$ cat src/rtl/cmd_pkg.sv
// Shared types and default response bytes for the command executor.
//   cmd_type_e   : command opcode carried in every packet
//   cmd_packet_t : 18-bit packet popped from the command FIFO
//   *_DEF        : default response byte values
package cmd_pkg;

  typedef enum logic [1:0] {
    CMD_NOP  = 2'd0,
    CMD_WR   = 2'd1,
    CMD_RD   = 2'd2,
    CMD_RSVD = 2'd3
  } cmd_type_e;

  typedef struct packed {
    cmd_type_e   cmd_type;
    logic [7:0]  addr;
    logic [7:0]  data;
  } cmd_packet_t;

  localparam logic [7:0] ACK_WR_DEF  = 8'hA5;
  localparam logic [7:0] ACK_RD_DEF  = 8'hAD;
  localparam logic [7:0] ERR_CMD_DEF = 8'hEE;
  localparam logic [7:0] ERR_TMO_DEF = 8'hEF;

endpackage

$ cat src/rtl/cmd_executor.sv
// Command executor: pops command packets from a FWFT FIFO, performs one
// register-bus access per command (write, read or NOP) and pushes the
// response bytes into the TX byte FIFO. Sole master of the register bus.
//
// Ports
//   clk, rst                      clock, async active-high reset
//   cmd_fifo_empty/rd_data/rd_en  command FIFO (FWFT) pop interface
//   reg_addr/wr_data/wr_en/rd_en  register bus request side
//   reg_rd_data/reg_rd_valid      register bus read return
//   tx_full/tx_wr_en/tx_wr_data   TX byte FIFO push interface
//   busy                          high whenever a command is in flight
//   err_count                     saturating count of error responses
//
// state     | meaning
// S_IDLE    | waiting for a command in the FIFO
// S_EXEC    | decode cmd_q and issue the bus strobe
// S_WAIT_RD | waiting for reg_rd_valid or the read timeout
// S_RESP    | pushing the response/header byte
// S_RESP_D  | pushing the read data byte
module cmd_executor
  import cmd_pkg::*;
#(
  parameter int         RD_TIMEOUT = 64,
  parameter logic [7:0] ACK_WR     = ACK_WR_DEF,
  parameter logic [7:0] ACK_RD     = ACK_RD_DEF,
  parameter logic [7:0] ERR_CMD    = ERR_CMD_DEF,
  parameter logic [7:0] ERR_TMO    = ERR_TMO_DEF
) (
  input  logic        clk,
  input  logic        rst,
  input  logic        cmd_fifo_empty,
  input  cmd_packet_t cmd_fifo_rd_data,
  output logic        cmd_fifo_rd_en,
  output logic [7:0]  reg_addr,
  output logic [7:0]  reg_wr_data,
  output logic        reg_wr_en,
  output logic        reg_rd_en,
  input  logic [7:0]  reg_rd_data,
  input  logic        reg_rd_valid,
  input  logic        tx_full,
  output logic        tx_wr_en,
  output logic [7:0]  tx_wr_data,
  output logic        busy,
  output logic [7:0]  err_count
);

  typedef enum logic [2:0] {
    S_IDLE    = 3'd0,
    S_EXEC    = 3'd1,
    S_WAIT_RD = 3'd2,
    S_RESP    = 3'd3,
    S_RESP_D  = 3'd4
  } state_e;

  localparam int TMO_W = $clog2(RD_TIMEOUT);
  localparam logic [TMO_W-1:0] TMO_LAST = TMO_W'(RD_TIMEOUT - 1);

  state_e           state_q;
  cmd_packet_t      cmd_q;
  logic [7:0]       rd_q;
  logic [7:0]       resp_q;
  logic             send_data_q;
  logic [TMO_W-1:0] tmo_cnt_q;
  logic [7:0]       err_cnt_q;
  logic             cmd_rd_en_q;
  logic [7:0]       reg_addr_q;
  logic [7:0]       reg_wr_data_q;
  logic             reg_wr_en_q;
  logic             reg_rd_en_q;
  logic             tx_wr_en_q;
  logic [7:0]       tx_wr_data_q;

  always_ff @(posedge clk or posedge rst) begin
    if (rst) begin
      state_q       <= S_IDLE;
      cmd_q         <= '0;
      rd_q          <= '0;
      resp_q        <= '0;
      send_data_q   <= 1'b0;
      tmo_cnt_q     <= '0;
      err_cnt_q     <= '0;
      cmd_rd_en_q   <= 1'b0;
      reg_addr_q    <= '0;
      reg_wr_data_q <= '0;
      reg_wr_en_q   <= 1'b0;
      reg_rd_en_q   <= 1'b0;
      tx_wr_en_q    <= 1'b0;
      tx_wr_data_q  <= '0;
    end else begin
      // strobes are single-cycle unless re-asserted below
      cmd_rd_en_q <= 1'b0;
      reg_wr_en_q <= 1'b0;
      reg_rd_en_q <= 1'b0;
      tx_wr_en_q  <= 1'b0;
      case (state_q)
        S_IDLE: begin
          if (!cmd_fifo_empty) begin
            cmd_q       <= cmd_fifo_rd_data;
            cmd_rd_en_q <= 1'b1;
            state_q     <= S_EXEC;
          end
        end
        S_EXEC: begin
          reg_addr_q    <= cmd_q.addr;
          reg_wr_data_q <= cmd_q.data;
          case (cmd_q.cmd_type)
            CMD_NOP: state_q <= S_IDLE;
            CMD_WR: begin
              reg_wr_en_q <= 1'b1;
              resp_q      <= ACK_WR;
              state_q     <= S_RESP;
            end
            CMD_RD: begin
              reg_rd_en_q <= 1'b1;
              tmo_cnt_q   <= '0;
              state_q     <= S_WAIT_RD;
            end
            default: begin
              resp_q  <= ERR_CMD;
              if (err_cnt_q != 8'hFF) err_cnt_q <= err_cnt_q + 8'd1;
              state_q <= S_RESP;
            end
          endcase
        end
        S_WAIT_RD: begin
          // valid has priority over a timeout expiring in the same cycle
          if (reg_rd_valid) begin
            rd_q        <= reg_rd_data;
            resp_q      <= ACK_RD;
            send_data_q <= 1'b1;
            state_q     <= S_RESP;
          end else if (tmo_cnt_q == TMO_LAST) begin
            resp_q  <= ERR_TMO;
            if (err_cnt_q != 8'hFF) err_cnt_q <= err_cnt_q + 8'd1;
            state_q <= S_RESP;
          end else begin
            tmo_cnt_q <= tmo_cnt_q + TMO_W'(1);
          end
        end
        S_RESP: begin
          if (!tx_full) begin
            tx_wr_en_q   <= 1'b1;
            tx_wr_data_q <= resp_q;
            state_q      <= send_data_q ? S_RESP_D : S_IDLE;
          end
        end
        S_RESP_D: begin
          if (!tx_full) begin
            tx_wr_en_q   <= 1'b1;
            tx_wr_data_q <= rd_q;
            send_data_q  <= 1'b0;
            state_q      <= S_IDLE;
          end
        end
        default: state_q <= S_IDLE;
      endcase
    end
  end

  assign cmd_fifo_rd_en = cmd_rd_en_q;
  assign reg_addr       = reg_addr_q;
  assign reg_wr_data    = reg_wr_data_q;
  assign reg_wr_en      = reg_wr_en_q;
  assign reg_rd_en      = reg_rd_en_q;
  assign tx_wr_en       = tx_wr_en_q;
  assign tx_wr_data     = tx_wr_data_q;
  assign busy           = (state_q != S_IDLE);
  assign err_count      = err_cnt_q;

endmodule

$ cat config.mk
export PLATFORM = sky130hd
export DESIGN_NAME = cmd_executor
export DESIGN_NICKNAME = d
export VERILOG_FILES = /design/src/rtl/cmd_pkg.sv /design/src/rtl/cmd_executor.sv
export SDC_FILE = /design/constraint.sdc
export NUM_CORES = 1
export LEC_CHECK = 0
export CORE_MARGIN = 5
export CORE_UTILIZATION = 51
export DETAILED_ROUTE_END_ITERATION = 8
export PLACE_DENSITY = 0.78
export SLEW_MARGIN = 20
export SYNTH_ARGS = -nofsm -noshare
export SYNTH_HDL_FRONTEND = slang
export SYNTH_SLANG_ARGS = --single-unit
export TNS_END_PERCENT = 1
$ cat constraint.sdc
create_clock -name clk -period 3.1 [get_ports clk]
set_input_delay 0.62 -clock clk [delete_from_list [all_inputs] [get_ports clk]]
set_output_delay 0.62 -clock clk [all_outputs]
set_load 0.03 [all_outputs]
## Word-level counts from Yosys, hierarchy flattened

Cells that the tools add are included.

- Register bits after elaboration: 80
- Bits in latches: 0
- RAM bits: 0
- Memory bits (read-only): 0
- Input port bits: 31
- Output and inout bits: 37
- Logic and storage cells: 90
- Memories: 0

- Add/subtract/negate cells: 2
- Multipliers: 0
- Divide/modulo/power cells: 0
- Order comparisons: 0
- Equality and inequality tests: 19
- Shift operators: 0
- Mux-type cells: 35
- Bitwise logic cells: 1
- Reductions and logical operators: 17

Operator list:

| cell | number |
|---|---|
| 2-to-1 mux 8 bit | 8 |
| case mux 8 bit (2 select lines) | 4 |
| inequality test 2 bit (second input constant) | 10 |
| 2-to-1 mux 3 bit | 6 |
| 2-to-1 mux 6 bit | 3 |
| case mux 3 bit (5 select lines) | 1 |
| case mux 6 bit (2 select lines) | 1 |
| AND reduction 4 bit | 3 |
| 2-to-1 mux 1 bit | 10 |
| AND reduction 3 bit | 3 |
| adder 8 x 1 -> 8 bit (second input constant) | 1 |
| inequality test 8 bit (second input constant) | 1 |
| adder 6 x 1 -> 6 bit (second input constant) | 1 |
| == test 3 x 2 -> 1 bit (second input constant) | 2 |
| == test 6 bit (second input constant) | 1 |
| nonzero test 2 bit | 3 |
| case mux 2 bit (2 select lines) | 1 |
| AND reduction 2 bit | 2 |
| OR reduction 2 bit | 2 |
| == test 3 x 1 -> 1 bit (second input constant) | 1 |
| == test 3 bit (second input constant) | 1 |
| zero test 3 bit | 1 |
| inequality test 3 bit (second input constant) | 1 |
| nonzero test 3 bit | 1 |
| 6 further kinds | 6 |

## Longest topological paths before layout

Gate-level depths: netlist of the first run.

- Depth in word-level cells: 5
- Depth in mapped cells: 7
- Mapped depth without buffers: 5

## Least setup slack after synthesis of the first run

Ideal clock, no wire load.

- Path kind: register to register
- Start: register state_q[2]
- End: register cmd_q[10] in the netlist's numbering
- Library setup time: 125 ps
- Arrival time: 1,769 ps
- Required time: 2,975 ps
- Setup slack: 1,206 ps
- Stages on the path, launching flop included: 6
- Buffers on the path: 2
- Clock period less this slack: 1,894 ps
- Cell sequence: dfrtp_1 buf_4 or3_1 nor2_1 buf_4 mux2_2

- Word-level cells in the longest chain between the ends: 2

Ends and longest elaborated chain:

| what | line | text |
|---|---|---|
| start: declaration | cmd_executor.sv:58 | `state_e state_q;` |
| start signal: assignment | cmd_executor.sv:144 | `state_q <= send_data_q ? S_RESP_D : S_IDLE;` |
| zero test 3 bit | cmd_executor.sv:95 | `case (state_q)` |
| AND reduction 2 bit (no source line) | n/a |  |
| end signal: assignment | cmd_executor.sv:98 | `cmd_q <= cmd_fifo_rd_data;` |
| end: declaration | cmd_executor.sv:59 | `cmd_packet_t cmd_q;` |

No other way between the ends.
A chain may end at the register's enable or synchronous reset.

## Worst setup path after layout of the first run

- Start: register state_q[2]
- End: output port busy

- Word-level cells in the longest chain between the ends: 1

Ends and longest elaborated chain:

| what | line | text |
|---|---|---|
| nonzero test 3 bit | cmd_executor.sv:167 | `assign busy = (state_q != S_IDLE);` |
| end: declaration | cmd_executor.sv:43 | `output logic busy,` |

No other way between the ends.

==> summary.txt, run 1 <==
CTS
  • CTS Sinks: 76
  • Worst-Skew Late Latency: 0.34 ns
  • Clock Tree Buf Depth: 2
  • Setup bufs post-CTS: 0
  • Root Driver: clkbuf_8
  • CTS tree: yes
  • Post-cts gate resize count: 0
  • CTS Hold Bufs: 0
  • Cts bufs inserted: 9
  • H-Tree Depth: 3
  • Clock slew at reported path FFs: 0.08 ns

Finish
  • # diodes: 0
  • Multi-input gate area: 0.00125 mm^2
  • Fill count: 495
  • Register area: ~0.0019 mm^2
  • Syn-to-layout area delta: 29.4%
  • # nets final: 358
  • Share of cells above drive strength 1: 23.1%

Timing
  • Final setup skew: 0.0118 ns
  • Slew Viols, Final: 0
  • Final hold vios: 0
  • Final Setup Violations: 0
  • Fmax: 0.388 GHz
  • Setup TNS: 0 ns
  • Fin crit period: between 2 and 3 ns
  • Transition time of the tightest slew-check pin: 0.762 ns
  • Fin crit share: 83.1%
  • Slew HR: 49.1%
  • Unrepaired setup endpoints after global routing: no

Logic synthesis
  • Mapped cell area: 0.00324 mm^2
  • #FFs+latches synth: 76
  • Synth Flop Type: dfrtp_1
  • Post-synth top area share: roughly 60%
  • Cell variety after synth: between 40 and 50
  • Synth area leader: dfrtp_1
  • Async set-or-reset flop fraction in the synthesized netlist: 100%
  • Synth Warn #: 0
  • Ranking of synthesized cells by area: dfrtp_1 59%, mux2_2 16%, a21oi_1 3.2%
  • Number of synthesized flops with an enable pin: 0
  • Avg Cell Area, Syn: 12.7 um^2
  • Seq/Total Area, Yosys: 58.7%
  • Post-Syn Instances: about 260
  • Syn Nets: approximately 290

Worst setup path
  • Critical Path AT: between 1.5 and 2 ns
  • Critical path fanouts, max: 13
  • Startpoint Class: flop
  • WS Path Type: flop to output pin
  • Worst path required time: ~2.5 ns
  • CP Capture Type: output pin

Floorplan
  • DIE HEIGHT: 89.7 um
  • Starting Density: 51.6%
  • Row count: 29
  • I/O pin total: 68
  • Die Footprint: 0.00805 mm^2
  • Die width: 89.7 um
  • CORE AREA: 0.00628 mm^2

Global routing
  • First-pass GRT wire length: around 11 mm
  • Largest net degree at the start of global routing: 46
  • GRT Util Overall: 16.9%
  • Initial antenna violation count: 0
  • GRT overflow: 0
  • Vias in the first global route: 2279

Drt
  • WL final: around 6.2 mm
  • DR vias/cell: 5.28
  • Via count: 2144
  • Detailed Routing Iterations Pass 1: 4
  • Drt wl/cell: 15.4 um
  • Antenna Nets Post-Route: 0
  • Initial drt markers: 128
  • DR DRC count: 0

Place
  • Detailed Place HPWL: 4.39 mm
  • IO Port Bufs: 67
  • Gpl congestion: 0.775

Run status
  • Status: finished, final reports clean

Power
  • Maximum VDD drop: 0.872 mV
  • PD cells: 1040 mW/mm^2
  • Leak pwr: about 1.7 nW
  • Total power: 4.35 mW

Worst hold path
  • Hold Crit Class: flop to flop

Run
  • Max Cap Viol: 0
[power by group]
group	internal (mW)	switching, mW
logic	0.900	0.907
registers	1.42	0.312
clock network	0.471	0.347
total	2.79	1.57
[cells by family (layout without fill, tap and decap cells)]
group	count (synthesis)	count (layout)	share of synthesized area, %
DFF	76	76	58.7
and+or+nand+nor	64	64	11.4
muxes	48	48	16.6
AOI/OAI and AO/OA	46	46	8.92
buffers and inverters	17	90	2.82
xor gates and xnor gates	3	3	0.811
adders and majority gates	2	2	0.772
[metrics by stage]
stage | utilization [%] | cells | setup WS (ns) | instance area, um^2 | hold WS, ns
after global routing | 66.8 | 406 | 0.442 | 4190 | 0.494
after global placement | 63.4 | 391 | 0.684 | 3980 | 0.452
after CTS | 66.8 | 406 | 0.514 | 4190 | 0.470
final | 66.8 | 406 | 0.525 | 4190 | 0.468
after detailed placement | 63.4 | 391 | 0.656 | 3980 | 0.452
after floorplan | - | 256 | 0.542 | 3240 | 0.430
[area by class of cell]
type	count	share of cell area (%)
Clock inverter	4	1.76
Inverter	5	0.448
Sequential cell	76	45.4
Tap cell	77	2.30
Clock buffer	11	3.37
Timing Repair Buffer	70	16.8
Multi-Input combinational cell	163	29.9
[cells in the mapped netlist (3+ instances only)]
| cell type | instances |
|---|---|
| a21oi_1 | 21 |
| and2_1 | 3 |
| buf_2 | 4 |
| buf_4 | 6 |
| dfrtp_1 | 76 |
| inv_1 | 5 |
| mux2_2 | 45 |
| nand2_1 | 12 |
| nand2b_1 | 3 |
| nand3_1 | 5 |
| nor2_1 | 17 |
| nor3_1 | 5 |
| o21ai_0 | 12 |
| xor2_1 | 3 |
[registers in the layout, summed over array words and instances (netlist names), 3 cells and up]
signal and count:
tmo_cnt_q 6, resp_q 4, rd_q 8, reg_addr 8, err_count 8, cmd_q 18
state_q 3, reg_wr_data 8, tx_wr_data 8
[metal layers]
| metal | routed length [um] | vias to the layer above | GRT usage, % |
|---|---|---|---|
| met5 | 0 | - | 0 |
| met4 | 136 | 0 | 7.18 |
| met2 | 3040 | 41 | 26.3 |
| met3 | 290 | 10 | 4.76 |
| met1 | 2770 | 1041 | 22.1 |
| li1 | - | 1052 | - |
[worst paths after layout]
check | cells past startpoint | endpoint | startpoint | slack (ns)
max in group asynchronous | 3 | err_count[6] | rst | 1.75
min in group asynchronous | 2 | reg_wr_data[2] | rst | 0.69
min reg2reg | 1 | resp_q[5] | resp_q[5] | 0.47
min | 1 | resp_q[5] | resp_q[5] | 0.47
max | 2 | busy | state_q[2] | 0.52
max reg2reg | 5 | err_count[7] | tmo_cnt_q[0] | 1.07
[worst max-delay path, cell delays in order (launching register included)]
cell             delay [ns]
dfrtp_1                0.55
or3_1                  0.46
clkdlybuf4s50_1        0.61
[layout by cell type (no fill, tap or decap), types with 3 or more instances in the layout]
cell             instances
and2_1                   3
mux2_2                  45
nand2_1                 12
nand2b_1                 3
nor3_1                   5
nor2_1                  16
clkbuf_8                10
a21oi_1                 21
inv_1                    4
clkdlybuf4s50_1         67
nand3_1                  5
xor2_1                   3
o21ai_0                 12
dfrtp_1                 76
No activity file was read; power rests on OpenSTA's default activity.
==> run 2: changes to the inputs <==
--- a/config.mk
+++ b/config.mk
@@ -6,9 +6,9 @@
 export NUM_CORES = 1
 export LEC_CHECK = 0
 export CORE_MARGIN = 5
-export CORE_UTILIZATION = 51
+export CORE_UTILIZATION = 46
 export DETAILED_ROUTE_END_ITERATION = 8
-export PLACE_DENSITY = 0.78
+export PLACE_DENSITY = 0.74
 export SLEW_MARGIN = 20
 export SYNTH_ARGS = -nofsm -noshare
 export SYNTH_HDL_FRONTEND = slang
==> constraint.sdc (replaced) <==
create_clock -name clk -period 2.1 [get_ports clk]
set_input_delay 0.42 -clock clk [delete_from_list [all_inputs] [get_ports clk]]
set_output_delay 0.42 -clock clk [all_outputs]
set_load 0.03 [all_outputs]
==> run 2 against run 1 <==
Combinational power grew 58%. Largest power group unchanged. Count of clock-buffer cells in the layout unchanged. Die area rose by 9.6%. Critical path type unchanged. Clock power increased by 47%. Final cell count is 7.6% higher. Sequential power up 45%.
==> summary.txt, run 2 (synthesis gave the netlist of run 1 again) <==
Run status
  • Status: finished, final reports clean

Drt
  • DR top layer: met4
  • Detailed Routing Iterations Pass 1: 4
  • Antenna Nets Post-Route: 0
  • DR DRC count: 0
  • Initial drt markers: 117
  • WL met1: 2.90 mm
  • DR vias/cell: between 5 and 6
  • WL final: 6.48 mm
  • Drt wl/cell: 14.8 um
  • Met2 wire length: 3.22 mm
  • Met3 wire length: 287 um
  • Via count: about 2300

Finish
  • Final cell count without fillers: approximately 440
  • Syn-to-layout area delta: 34.6%
  • Highest-count cells in the layout ignoring fill and taps: 75 x dfrtp_1, 66 x clkdlybuf4s50_1, 45 x mux2_2
  • # nets final: 370
  • Core Util, Final: 63.8%
  • Share of cells above drive strength 1: between 20% and 30%
  • # diodes: 0
  • Most common cell after layout, fill and taps aside: dfrtp_1
  • Max reg flops: 18
  • Top reg by flops: cmd_q

Worst hold path
  • Hold Crit Class: primary input to asynchronous set/reset pin

Floorplan
  • DIE HEIGHT: between 90 and 100 um
  • Die Footprint: around 0.0088 mm^2
  • Row count: 30
  • Starting Density: about 47%
  • I/O pin total: 68
  • CORE AREA: 0.00683 mm^2
  • Die width: 93.9 um

Timing
  • Slew HR: 69.4%
  • Fin crit period: around 2 ns
  • Final setup skew: 0.00702 ns
  • Fmax: roughly 0.50 GHz
  • Unrepaired setup endpoints after global routing: no
  • Final hold vios: 0
  • Worst hold slack: 0.447 ns
  • Setup TNS: 0 ns
  • Fin crit share: a little over nine tenths
  • Slew Viols, Final: 0
  • Final Setup Violations: 0
  • Transition time of the tightest slew-check pin: 0.457 ns

Worst setup path
  • Crit path buffers/inverters: 1
  • CP Capture Type: output pin
  • Worst path slowest cell: dfrtp_2
  • Critical Path AT: roughly 1.6 ns
  • Delay-heaviest family, CP: flip-flops
  • WS Path Type: flop to output pin
  • Worst path required time: 1.68 ns
  • Critical path fanouts, max: 8
  • R2r setup slk: 0.15 ns
  • CP peak stage delay: 0.48 ns
  • Startpoint Class: flop
  • Crit path cell chain: or3_1, dlygate4sd2_1

Global routing
  • GRT Util Overall: 16.4%
  • GRT overflow: 0
  • First-pass GRT wire length: between 10 and 15 mm
  • Vias in the first global route: 2405
  • Largest net degree at the start of global routing: 36
  • Initial antenna violation count: 0

Run
  • Max Cap Viol: 0

Place
  • Placed Cells: 422
  • Detailed Place HPWL: 4.64 mm
  • IO Port Bufs: 67
  • Gpl congestion: 0.801

Power
  • NetSw: between 2 and 2.5 mW
  • Flop pwr share: 38.2%
  • Clock Power Share: 18.3%
  • Leak pwr: 1.80 nW
  • Logic pwr share: 43.5%
  • Total power: between 6 and 7 mW
  • Sw frac: 35.6%
  • Internal power: 4.23 mW
  • PD cells: 1510 mW/mm^2
  • Maximum VDD drop: 0.982 mV

CTS
  • Clock slew at reported path FFs: 0.08 ns
  • Cts bufs inserted: 9
  • Setup bufs post-CTS: 0
  • CTS Hold Bufs: 0
  • Root Driver: clkbuf_8
  • CTS Sinks: 76
  • CTS tree: yes
  • Worst-Skew Late Latency: 0.33 ns
  • Clock Tree Buf Depth: 2
  • H-Tree Depth: 3
==> run 2: path summary, 6_finish.rpt <==
path / start / to / cells past startpoint
setup / recovery: state_q[2] / busy / 2
hold / removal: rst / cmd_q[1] / 2
setup reg to reg: tmo_cnt_q[1] / err_count[7] / 5
hold reg to reg: resp_q[5] / resp_q[5] / 1
max in group asynchronous: rst / state_q[2] / 3
min in group clk: resp_q[5] / resp_q[5] / 1
==> run 2: final cells by class <==
type,instances,area [um^2]
Multi-Input combinational cell,163,1270
Clock inverter,4,73.8
Sequential cell,76,1900
Clock buffer,11,141
Tap cell,96,120
Inverter,5,22.5
Timing Repair Buffer,82,832
Fill cell,556,2470
==> run 2: layer usage <==
| metal | global-route usage [%] | vias up |
|---|---|---|
| li1 | - | 1074 |
| met1 | 21.3 | 1137 |
| met2 | 26.2 | 48 |
| met3 | 4.73 | 7 |
| met4 | 6.14 | 0 |
| met5 | 0 | - |
==> run 2: through the flow <==
| stage | setup slack, ns | cell area, um^2 |
|---|---|---|
| after floorplan | 0.206 | 3240 |
| after global placement | -0.0901 | 4130 |
| after detailed placement | -0.134 | 4130 |
| after CTS | 0.0428 | 4350 |
| after global routing | 0.0224 | 4360 |
| final | 0.0901 | 4360 |
==> run 2: repair_timing <==
item / in CTS / in global routing
gates resized for setup: 1 / 3
setup endpoints to repair: 1 / 2
cloned: 0 / 0
==> run 2: power groups by stage <==
stage	sequential [mW]	combinational (mW)	clock, mW
floorplan	2.96	1.38	0
global placement	2.51	2.83	0
detailed placement	2.53	2.90	0
CTS	2.51	2.90	1.24
global route	2.61	3.10	1.31
finish	2.51	2.86	1.20
==> run 3: changes to the inputs <==
--- a/config.mk
+++ b/config.mk
@@ -8,6 +8,7 @@
 export CORE_MARGIN = 5
 export CORE_UTILIZATION = 46
 export DETAILED_ROUTE_END_ITERATION = 8
+export MAX_ROUTING_LAYER = met4
 export PLACE_DENSITY = 0.74
 export SLEW_MARGIN = 20
 export SYNTH_ARGS = -nofsm -noshare
==> run 3 against run 2 <==
Clock power about the same. Hold slack hardly changed. Sequential share of layout area stayed put. Via count grew 0.40%. First-iteration DRC count rose by 6.0%. Cell area is the same. Flip-flop and latch count is the same. Non-clock buffer count did not move. Highest routed layer unchanged.
==> summary.txt, run 3 (synthesis gave the netlist of run 1 again) <==
Run status
  • Status: finished, final reports clean

CTS
  • H-Tree Depth: 3
  • CTS Hold Bufs: 0
  • Clock slew at reported path FFs: approximately 0.080 ns
  • Clock Tree Buf Depth: 2
  • Cts bufs inserted: 9
  • Worst-Skew Late Latency: between 0.3 and 0.4 ns
  • Setup bufs post-CTS: 0
  • CTS Sinks: 76
  • CTS tree: yes
  • Post-cts gate resize count: 1
  • Root Driver: clkbuf_8

Floorplan
  • Die width: 93.9 um
  • Die Footprint: 0.00882 mm^2
  • Starting Density: 47.4%
  • CORE AREA: 0.00683 mm^2
  • DIE HEIGHT: 93.9 um
  • I/O pin total: 68
  • Row count: 30

Drt
  • DR vias/cell: 5.21
  • DR DRC count: 0
  • Detailed Routing Iterations Pass 1: 4
  • WL final: approximately 6.5 mm
  • Drt wl/cell: between 10 and 15 um
  • Initial drt markers: 124
  • Via count: 2275
  • Antenna Nets Post-Route: 0

Timing
  • Fmax: 0.497 GHz
  • Fin crit share: 95.7%
  • Worst hold slack: about 0.45 ns
  • Fin crit period: 2.01 ns
  • Unrepaired setup endpoints after global routing: no
  • Transition time of the tightest slew-check pin: 0.459 ns
  • Final setup skew: approximately 0.0070 ns
  • Final Setup Violations: 0
  • Slew HR: 69.4%
  • Slew Viols, Final: 0
  • Setup TNS: 0 ns
  • Final hold vios: 0

Power
  • Maximum VDD drop: 0.982 mV
  • Logic pwr share: 43.5%
  • Leak pwr: 1.80 nW
  • Sw frac: 35.6%
  • Internal power: 4.23 mW
  • Flop pwr share: a little under two fifths
  • NetSw: between 2 and 2.5 mW
  • Total power: 6.58 mW
  • PD cells: ~1500 mW/mm^2
  • Clock Power Share: 18.3%

Finish
  • Max reg flops: 18
  • Share of cells above drive strength 1: 26.4%
  • # diodes: 0
  • Highest-count cells in the layout ignoring fill and taps: 75 x dfrtp_1, 66 x clkdlybuf4s50_1, 45 x mux2_2
  • Multi-input gate area: 0.00127 mm^2
  • Syn-to-layout area delta: 34.6%
  • Top reg by flops: cmd_q
  • Core Util, Final: approximately 64%
  • Most common cell after layout, fill and taps aside: dfrtp_1
  • Register area: roughly 0.0019 mm^2
  • # nets final: 370
  • Fill count: 556

Run
  • Max Cap Viol: 0

Global routing
  • Initial antenna violation count: 0
  • GRT overflow: 0
  • Met2 Usage GRT: a little over a quarter
  • Vias in the first global route: ~2400
  • First-pass GRT wire length: 11.3 mm
  • Met1 Track Usage GR: between 20% and 30%
  • GR peak layer: met2
  • Largest net degree at the start of global routing: 36
  • Met3 Use GR: 4.01%
  • GRT Util Overall: ~17%

Worst setup path
  • WS Path Type: flop to output pin
  • Critical Path AT: 1.59 ns
  • Critical path fanouts, max: 8
  • Worst path required time: ~1.7 ns
  • Startpoint Class: flop
  • CP Capture Type: output pin

Worst hold path
  • Hold Crit Class: primary input to asynchronous set/reset pin

Place
  • Gpl congestion: 0.812
  • Detailed Place HPWL: about 4.6 mm
  • IO Port Bufs: 67
==> run 3: cell counts in the layout (fill, tap and decap cells not counted) <==
No cell type changed its count.
==> run 3: power groups by stage <==
stage	clock, mW	sequential [mW]	combinational, mW
floorplan	0	2.96	1.38
global placement	0	2.51	2.83
detailed placement	0	2.53	2.90
CTS	1.24	2.51	2.90
global route	1.31	2.61	3.10
finish	1.20	2.51	2.86
==> run 3: worst paths after layout <==
path                           endpoint  cells past startpoint  slack (ns)         start
min in group clk              resp_q[5]                      1        0.47     resp_q[5]
min reg2reg                   resp_q[5]                      1        0.47     resp_q[5]
min                            cmd_q[1]                      2        0.45           rst
max reg2reg                err_count[7]                      5        0.16  tmo_cnt_q[1]
max                                busy                      2        0.09    state_q[2]
max in group asynchronous    state_q[2]                      3        1.13           rst
==> run 3: layer usage <==
| layer | vias to the layer above | part of all wire (%) | wire [um] |
|---|---|---|---|
| met3 | 7 | 3.5 | 229 |
| met1 | 1147 | 46 | 2950 |
| met5 | - | 0 | 0 |
| met4 | 0 | 1.3 | 87 |
| li1 | 1077 | - | - |
| met2 | 44 | 50 | 3220 |
==> run 3: through the flow <==
stage / std cells / area [um^2] / worst slack [ns]
floorplan: 256 / 3240 / 0.206
global placement: 422 / 4130 / -0.0901
detailed placement: 422 / 4130 / -0.134
CTS: 437 / 4350 / 0.0428
global route: 437 / 4360 / 0.0224
finish: 437 / 4360 / 0.0893
==> run 3: layout make-up <==
class | instances | share of cell area (%)
clock inverters | 4 | 1.69
flip-flops and latches | 76 | 43.6
clock buffers | 11 | 3.24
well taps | 96 | 2.75
repair buffers | 82 | 19.1
multi-input cells | 163 | 29.1
inverters | 5 | 0.516
==> run 3: critical path, cell delays in order, from the launching register on <==
cell and delay, ns:
dfrtp_2 0.48, or3_1 0.41, dlygate4sd2_1 0.37
